$ cat config.mk
export PLATFORM = sky130hd
export DESIGN_NAME = cereal_rx
export DESIGN_NICKNAME = d
export VERILOG_FILES = /design/src/rtl/cereal_pkg.sv /design/src/rtl/sync2.sv /design/src/rtl/cereal_rx.sv
export SDC_FILE = /design/constraint.sdc
export NUM_CORES = 1
export LEC_CHECK = 0
export ABC_AREA = 1
export CORE_ASPECT_RATIO = 1.2
export CORE_MARGIN = 2
export CORE_UTILIZATION = 48
export CTS_CLUSTER_SIZE = 12
export DETAILED_ROUTE_END_ITERATION = 10
export GPL_TIMING_DRIVEN = 0
export PLACE_DENSITY = 0.67
export SLEW_MARGIN = 5
export SYNTH_ARGS = -nofsm -noshare
export SYNTH_HDL_FRONTEND = slang
export SYNTH_HIERARCHICAL = 1
export SYNTH_SLANG_ARGS = --single-unit
$ cat constraint.sdc
create_clock -name sysclk -period 1.8 [get_ports sysclk]
set_input_delay 0.36 -clock sysclk [delete_from_list [all_inputs] [get_ports sysclk]]
set_output_delay 0.36 -clock sysclk [all_outputs]
set_load 0.05 [all_outputs]
$ cat src/rtl/cereal_pkg.sv
//------------------------------------------------------------------------------
//  Module   : cereal_pkg
//  Brief    : Shared frame constants, bit timing default and receiver FSM
//             state encoding for the cereal serial blocks.
//  Options  : CEREAL_RX_PARITY_EN adds the PARITY state encoding.
//  Revision : 1.0 - initial release
//------------------------------------------------------------------------------
`default_nettype none

package cereal_pkg;

  // Bit timing shared with the transmitter and the board clock dividers
  // (9600 baud from a 50 MHz system clock).
  localparam int DEFAULT_CLKS_PER_BIT = 5208;

  // Frame shape
  localparam int   DATA_BITS  = 8;
  localparam logic STOP_LEVEL = 1'b1;
  localparam logic IDLE_LEVEL = 1'b1;

  // Receiver FSM state encoding
  typedef logic [2:0] rx_state_t;
  localparam logic [2:0] ST_IDLE   = 3'd0;
  localparam logic [2:0] ST_START  = 3'd1;
  localparam logic [2:0] ST_DATA   = 3'd2;
  localparam logic [2:0] ST_STOP   = 3'd3;
`ifdef CEREAL_RX_PARITY_EN
  localparam logic [2:0] ST_PARITY = 3'd4;
`endif

endpackage

`default_nettype wire

$ cat src/rtl/sync2.sv
//------------------------------------------------------------------------------
//  Module   : sync2
//  Brief    : Two-flop synchroniser for asynchronous single-bit inputs
//             (serial line, switches, buttons) with a selectable reset value.
//  Revision : 1.0 - initial release
//------------------------------------------------------------------------------
`default_nettype none

module sync2 #(
  parameter logic RESET_VAL = 1'b1
) (
  input  logic clk_i,
  input  logic rst_n_i,
  input  logic d_i,
  output logic q_o
);

  logic meta_q;
  logic sync_q;

  // Two-stage capture; the first stage may go metastable, the second settles.
  always_ff @(posedge clk_i) begin
    if (!rst_n_i) begin
      meta_q <= RESET_VAL;
      sync_q <= RESET_VAL;
    end else begin
      meta_q <= d_i;
      sync_q <= meta_q;
    end
  end

  assign q_o = sync_q;

endmodule

`default_nettype wire

$ cat src/rtl/cereal_rx.sv
//------------------------------------------------------------------------------
//  Module   : cereal_rx
//  Brief    : 8N1 serial receiver. Oversamples the line, samples each bit at
//             its midpoint and presents bytes on a valid/ready interface with
//             framing and overrun error pulses.
//  Options  : CEREAL_RX_PARITY_EN switches to 8E1 framing and adds parity_err.
//  Revision : 1.0 - initial release
//------------------------------------------------------------------------------
`default_nettype none

module cereal_rx
  import cereal_pkg::*;
#(
  parameter int CLKS_PER_BIT = DEFAULT_CLKS_PER_BIT
) (
  input  logic       sysclk,
  input  logic       rst_n,
  input  logic       rx,
  output logic [7:0] data,
  output logic       valid,
  input  logic       ready,
  output logic       frame_err,
  output logic       overrun,
  output logic       busy
`ifdef CEREAL_RX_PARITY_EN
  ,
  output logic       parity_err
`endif
);

  localparam int HALF_BIT = CLKS_PER_BIT / 2;
  localparam int CW       = $clog2(CLKS_PER_BIT);

  localparam logic [CW-1:0] c_BIT_LAST  = CW'(CLKS_PER_BIT - 1);
  localparam logic [CW-1:0] c_HALF_LAST = CW'(HALF_BIT - 1);
  localparam logic [2:0]    c_IDX_LAST  = 3'(DATA_BITS - 1);

  logic w_rx_s;

  rx_state_t      state_q, state_d;
  logic [CW-1:0]  cnt_q, cnt_d;
  logic [2:0]     idx_q, idx_d;
  logic [7:0]     shift_q, shift_d;
  logic [7:0]     data_q, data_d;
  logic           valid_q, valid_d;
  logic           fe_q, fe_d;
  logic           ov_q, ov_d;
`ifdef CEREAL_RX_PARITY_EN
  logic           pe_q, pe_d;
  logic           par_bad_q, par_bad_d;
`endif

  // Line idles high, so the synchroniser resets to the idle level to avoid
  // a false start bit out of reset.
  sync2 #(
    .RESET_VAL (IDLE_LEVEL)
  ) u_sync (
    .clk_i   (sysclk),
    .rst_n_i (rst_n),
    .d_i     (rx),
    .q_o     (w_rx_s)
  );

  // Next-state logic: bit timing, shifting and output handoff.
  always_comb begin
    state_d = state_q;
    cnt_d   = cnt_q;
    idx_d   = idx_q;
    shift_d = shift_q;
    data_d  = data_q;
    valid_d = valid_q;
    fe_d    = 1'b0;
    ov_d    = 1'b0;
`ifdef CEREAL_RX_PARITY_EN
    pe_d      = 1'b0;
    par_bad_d = par_bad_q;
`endif

    // Accepted byte frees the output; a byte completing this same cycle
    // may overwrite this below.
    if (valid_q && ready) valid_d = 1'b0;

    case (state_q)
      ST_IDLE: begin
        cnt_d = '0;
        if (!w_rx_s) state_d = ST_START;
      end

      ST_START: begin
        if (cnt_q == c_HALF_LAST) begin
          cnt_d   = '0;
          idx_d   = '0;
          // A line that is high again at mid-start was only a glitch.
          state_d = w_rx_s ? ST_IDLE : ST_DATA;
        end else begin
          cnt_d = cnt_q + 1'b1;
        end
      end

      ST_DATA: begin
        if (cnt_q == c_BIT_LAST) begin
          cnt_d   = '0;
          shift_d = {w_rx_s, shift_q[7:1]};
          idx_d   = idx_q + 1'b1;
          if (idx_q == c_IDX_LAST) begin
`ifdef CEREAL_RX_PARITY_EN
            state_d = ST_PARITY;
`else
            state_d = ST_STOP;
`endif
          end
        end else begin
          cnt_d = cnt_q + 1'b1;
        end
      end

`ifdef CEREAL_RX_PARITY_EN
      ST_PARITY: begin
        if (cnt_q == c_BIT_LAST) begin
          cnt_d     = '0;
          // Even parity: data bits plus parity bit must XOR to zero.
          par_bad_d = (^shift_q) ^ w_rx_s;
          state_d   = ST_STOP;
        end else begin
          cnt_d = cnt_q + 1'b1;
        end
      end
`endif

      ST_STOP: begin
        if (cnt_q == c_BIT_LAST) begin
          cnt_d   = '0;
          // Back to IDLE on the sample edge so a following start bit
          // with no idle gap is still caught.
          state_d = ST_IDLE;
          if (w_rx_s != STOP_LEVEL) begin
            fe_d = 1'b1;
`ifdef CEREAL_RX_PARITY_EN
          end else if (par_bad_q) begin
            pe_d = 1'b1;
`endif
          end else if (!valid_q || ready) begin
            data_d  = shift_q;
            valid_d = 1'b1;
          end else begin
            ov_d = 1'b1;
          end
        end else begin
          cnt_d = cnt_q + 1'b1;
        end
      end

      default: begin
        state_d = ST_IDLE;
        cnt_d   = '0;
      end
    endcase
  end

  // State and output registers with synchronous active-low reset.
  always_ff @(posedge sysclk) begin
    if (!rst_n) begin
      state_q   <= ST_IDLE;
      cnt_q     <= '0;
      idx_q     <= '0;
      shift_q   <= '0;
      data_q    <= '0;
      valid_q   <= 1'b0;
      fe_q      <= 1'b0;
      ov_q      <= 1'b0;
`ifdef CEREAL_RX_PARITY_EN
      pe_q      <= 1'b0;
      par_bad_q <= 1'b0;
`endif
    end else begin
      state_q   <= state_d;
      cnt_q     <= cnt_d;
      idx_q     <= idx_d;
      shift_q   <= shift_d;
      data_q    <= data_d;
      valid_q   <= valid_d;
      fe_q      <= fe_d;
      ov_q      <= ov_d;
`ifdef CEREAL_RX_PARITY_EN
      pe_q      <= pe_d;
      par_bad_q <= par_bad_d;
`endif
    end
  end

  assign data      = data_q;
  assign valid     = valid_q;
  assign frame_err = fe_q;
  assign overrun   = ov_q;
  assign busy      = (state_q != ST_IDLE);
`ifdef CEREAL_RX_PARITY_EN
  assign parity_err = pe_q;
`endif

endmodule

`default_nettype wire
==> results.sh <==
export IMPL_cp_data_arrival_time_ns=1.40
export IMPL_drt_pre_antenna_iters=4
export IMPL_clock_tree_htree_level_count=2
export IMPL_postRouteWirelength_mm=3.38
export IMPL_antenna_violating_nets_remaining=0
export IMPL_setup_viol=0
export IMPL_finalClockSkew_ns=0.00593
export IMPL_crit_chain="clkdlybuf4s50_1"
export IMPL_total_leakage_power_nw=1.03
export IMPL_synthesis_area_sq_mm=0.00183
export IMPL_cp_data_required_time_ns=1.44
export IMPL_synthesis_nets=259
export IMPL_cts_setup_buffers=0
export IMPL_final_cell_area_sq_mm=0.00214
export IMPL_synth_cell_types=27
export IMPL_yosys_warnings=6
export IMPL_fin_nets=281
export IMPL_max_clock_path_buffers=2
export IMPL_gp_congestion=0.798
export IMPL_worst_path_largest_cell_delay_ns=0.80
export IMPL_initial_utilization_pct=50.4
export IMPL_vias_per_cell=4.71
export IMPL_cp_top_family="buffers and inverters"
export IMPL_worst_path_max_fanout=2
export IMPL_grt_max_degree=11
export IMPL_actual_transition_at_the_worst_max_transition_pin_ns=0.503
export IMPL_clock_fmax_mhz=567
export IMPL_die_area_sq_mm=0.00433
export IMPL_grtUsageTotal_pct=18.0
export IMPL_cts_inserted_buffers=5
export IMPL_hold_slack_ns=0.409
export IMPL_clock_root_buffer="sky130_fd_sc_hd__clkbuf_8"
export IMPL_design_power_total_mw=1.88
export IMPL_setup_tns_ns=0
export IMPL_via_count=1531
export IMPL_die_width_um=60.4
export IMPL_cts_hold_buffers_added=0
export IMPL_critPathCaptureType="output port"
export IMPL_rsz0062_at_grt="false"
export IMPL_detail_placement_hpwl_mm=2.52
export IMPL_top_level_ports=16
export IMPL_final_period_utilization_pct=98.0
export IMPL_antenna_found_initial=0
export IMPL_drv_max_cap_violation_count=0
export IMPL_yosys_register_bits=39
export IMPL_clock_insertion_delay_worst_skew_ns=0.29
export IMPL_die_y_um=71.7
export IMPL_globalRouteOverflowTotal=0
export IMPL_area_delta_synth_final_pct=16.7
export IMPL_max_vdd_ir_drop_v=0.000574
export IMPL_finalHoldViolCount=0
export IMPL_drt_drc_violations_left=0
export IMPL_routed_wire_length_per_instance_um=10.4
export IMPL_clock_sinks=39
export IMPL_tritoncts="built"
export IMPL_cts_clock_pin_slew_for_the_worst_setup_and_hold_paths_ns=0.07
export IMPL_fillCellCount=346
export IMPL_drt_iter0_drcs=75
export IMPL_cp_num_buf_inv=1
export IMPL_placement_rows=24
export IMPL_maxSlewHeadroom_pct=66.4
export IMPL_final_max_slew_violation_count=0
export IMPL_timing_critical_path_from_type="flop"
export IMPL_avgSynthCellArea_sq_um=7.26
export IMPL_period_minus_slack_ns=1.76
export IMPL_cpMaxStageDelayCell="sky130_fd_sc_hd__clkdlybuf4s50_1"
export IMPL_grt_pass1_wl_mm=5.85
export IMPL_holdCritPathClass="reg -> reg"
export IMPL_postPlaceCellArea_sq_mm=0.00205
export IMPL_diode_insertion_count_for_antenna_repair=0
export IMPL_post_route_cells_drive_above_1_share_pct=9.16
export IMPL_vias_in_the_first_global_route=1385
export IMPL_synthesis_instances=252
export IMPL_setup_worst_path_class="reg -> out"
export IMPL_yosysSeqAreaShare_pct=42.7
export IMPL_outcome="complete, no violations"
export IMPL_core_region_area_sq_mm=0.00363
export IMPL_port_buffers=15
export IMPL_cellPowerDensity_mw_per_mm2=881
## through the flow
stage	std cells	setup WS [ns]	utilization, %
after detailed placement	319	0.0962	56.3
after floorplan	252	0.320	-
after CTS	325	0.000636	58.2
after global routing	325	0.000866	58.8
after global placement	319	0.0994	56.3
final	325	0.0352	58.8
## cell usage in the layout (no fill, tap or decap), types with 2 or more instances in the layout
master and count:
sky130_fd_sc_hd__nand3_4 2, sky130_fd_sc_hd__dlymetal6s2s_1 7, sky130_fd_sc_hd__clkdlybuf4s50_1 6, sky130_fd_sc_hd__dfxtp_1 39, sky130_fd_sc_hd__inv_1 47, sky130_fd_sc_hd__nand2_2 3, sky130_fd_sc_hd__dlygate4sd2_1 2, sky130_fd_sc_hd__xor2_1 6
sky130_fd_sc_hd__a211oi_1 8, sky130_fd_sc_hd__nand2_1 58, sky130_fd_sc_hd__nor2_1 41, sky130_fd_sc_hd__nand4_1 4, sky130_fd_sc_hd__ha_1 3, sky130_fd_sc_hd__nand3_1 8, sky130_fd_sc_hd__buf_6 2, sky130_fd_sc_hd__a21oi_2 7
sky130_fd_sc_hd__clkbuf_8 5, sky130_fd_sc_hd__a21oi_1 5, sky130_fd_sc_hd__clkbuf_1 2, sky130_fd_sc_hd__nor3_1 4, sky130_fd_sc_hd__o21ai_0 4
## power breakdown
part / leakage (nW) / internal (mW) / switching (mW)
clock network: 0.0371 / 0.258 / 0.272
registers: 0.315 / 0.900 / 0.0267
logic: 0.679 / 0.130 / 0.297
## worst min-delay path: stages (launching register included)
cell	delay, ns
sky130_fd_sc_hd__dfxtp_1	0.31
sky130_fd_sc_hd__inv_1	0.03
sky130_fd_sc_hd__nand2_1	0.04
## final cells by class
class,count,area [sq um],area share (%)
plain buffers,4,33.8,1.58
inverters,49,186,8.72
repair buffers,15,165,7.73
flip-flops and latches,39,781,36.5
clock buffers,6,72.6,3.40
well taps,52,65.1,3.04
multi-input cells,160,833,39.0
## synth_stat cells
cell / n / area (sq um)
sky130_fd_sc_hd__nor4_1: 1 / 6.26
sky130_fd_sc_hd__clkinv_2: 1 / 5.00
sky130_fd_sc_hd__xor2_1: 6 / 52.6
sky130_fd_sc_hd__nand3_1: 8 / 40.0
sky130_fd_sc_hd__nor2_4: 1 / 11.3
sky130_fd_sc_hd__nand2_2: 2 / 12.5
sky130_fd_sc_hd__ha_1: 3 / 37.5
sky130_fd_sc_hd__nand3_4: 2 / 35.0
sky130_fd_sc_hd__clkbuf_1: 1 / 3.75
sky130_fd_sc_hd__a211oi_1: 8 / 60.1
sky130_fd_sc_hd__buf_6: 2 / 22.5
sky130_fd_sc_hd__o21ai_0: 4 / 20.0
sky130_fd_sc_hd__and2_4: 1 / 8.76
sky130_fd_sc_hd__nor3_4: 1 / 16.3
sky130_fd_sc_hd__a31oi_1: 1 / 6.26
sky130_fd_sc_hd__dfxtp_1: 39 / 781
sky130_fd_sc_hd__nand4_1: 4 / 25.0
sky130_fd_sc_hd__a21oi_2: 7 / 61.3
sky130_fd_sc_hd__clkinv_1: 1 / 3.75
sky130_fd_sc_hd__xnor2_1: 1 / 8.76
sky130_fd_sc_hd__a21oi_1: 5 / 25.0
sky130_fd_sc_hd__nor3_1: 4 / 20.0
sky130_fd_sc_hd__inv_1: 47 / 176
sky130_fd_sc_hd__buf_4: 1 / 7.51
sky130_fd_sc_hd__nand2_1: 59 / 221
sky130_fd_sc_hd__nor2_1: 41 / 154
sky130_fd_sc_hd__o21ai_2: 1 / 8.76
## kinds of logic (layout without fill, tap and decap cells)
logic type / after synthesis / in the layout / synth area share (%)
DFF: 39 / 39 / 42.7
and+or+nand+nor: 124 / 124 / 30.1
xor gates and xnor gates: 7 / 7 / 3.35
AOI/OAI and AO/OA: 26 / 26 / 9.91
adders and majority gates: 3 / 3 / 2.05
buffers and inverters: 53 / 74 / 12.0
## sequential cells by signal (all words and copies together) (netlist names)
| signal | count |
|---|---|
| u_sync/meta_q | 1 |
| valid | 1 |
| data | 8 |
| overrun | 1 |
| u_sync/q_o | 1 |
| idx_q | 3 |
| shift_q | 8 |
| state_q | 2 |
| frame_err | 1 |
| cnt_q | 13 |
## timing repair
item / in CTS / in global routing
gates resized for setup: 2 / 9
pin swaps: 0 / 0
setup endpoints to repair: 2 / 15
## layer usage
metal | global-route usage (%) | share of wire [%] | vias to the layer above
li1 | - | - | 816
met1 | 19.6 | 44 | 695
met2 | 31.6 | 51 | 13
met3 | 5.42 | 2.9 | 7
met4 | 7.41 | 1.8 | 0
met5 | 0 | 0 | -
## final timing paths
check                                         startpoint               endpoint  slack (ns)  depth (start not counted)
worst min-delay path            u_sync/meta_q$_SDFF_PN1_  u_sync/q_o$_SDFF_PN1_        0.41                          2
worst max register to register       cnt_q[0]$_SDFF_PN0_    cnt_q[7]$_SDFF_PN0_        0.15                         10
worst min register to register  u_sync/meta_q$_SDFF_PN1_  u_sync/q_o$_SDFF_PN1_        0.41                          2
worst max-delay path                data[0]$_SDFFE_PN0P_                data[0]        0.04                          1
Power figures use the tool's default switching activity.
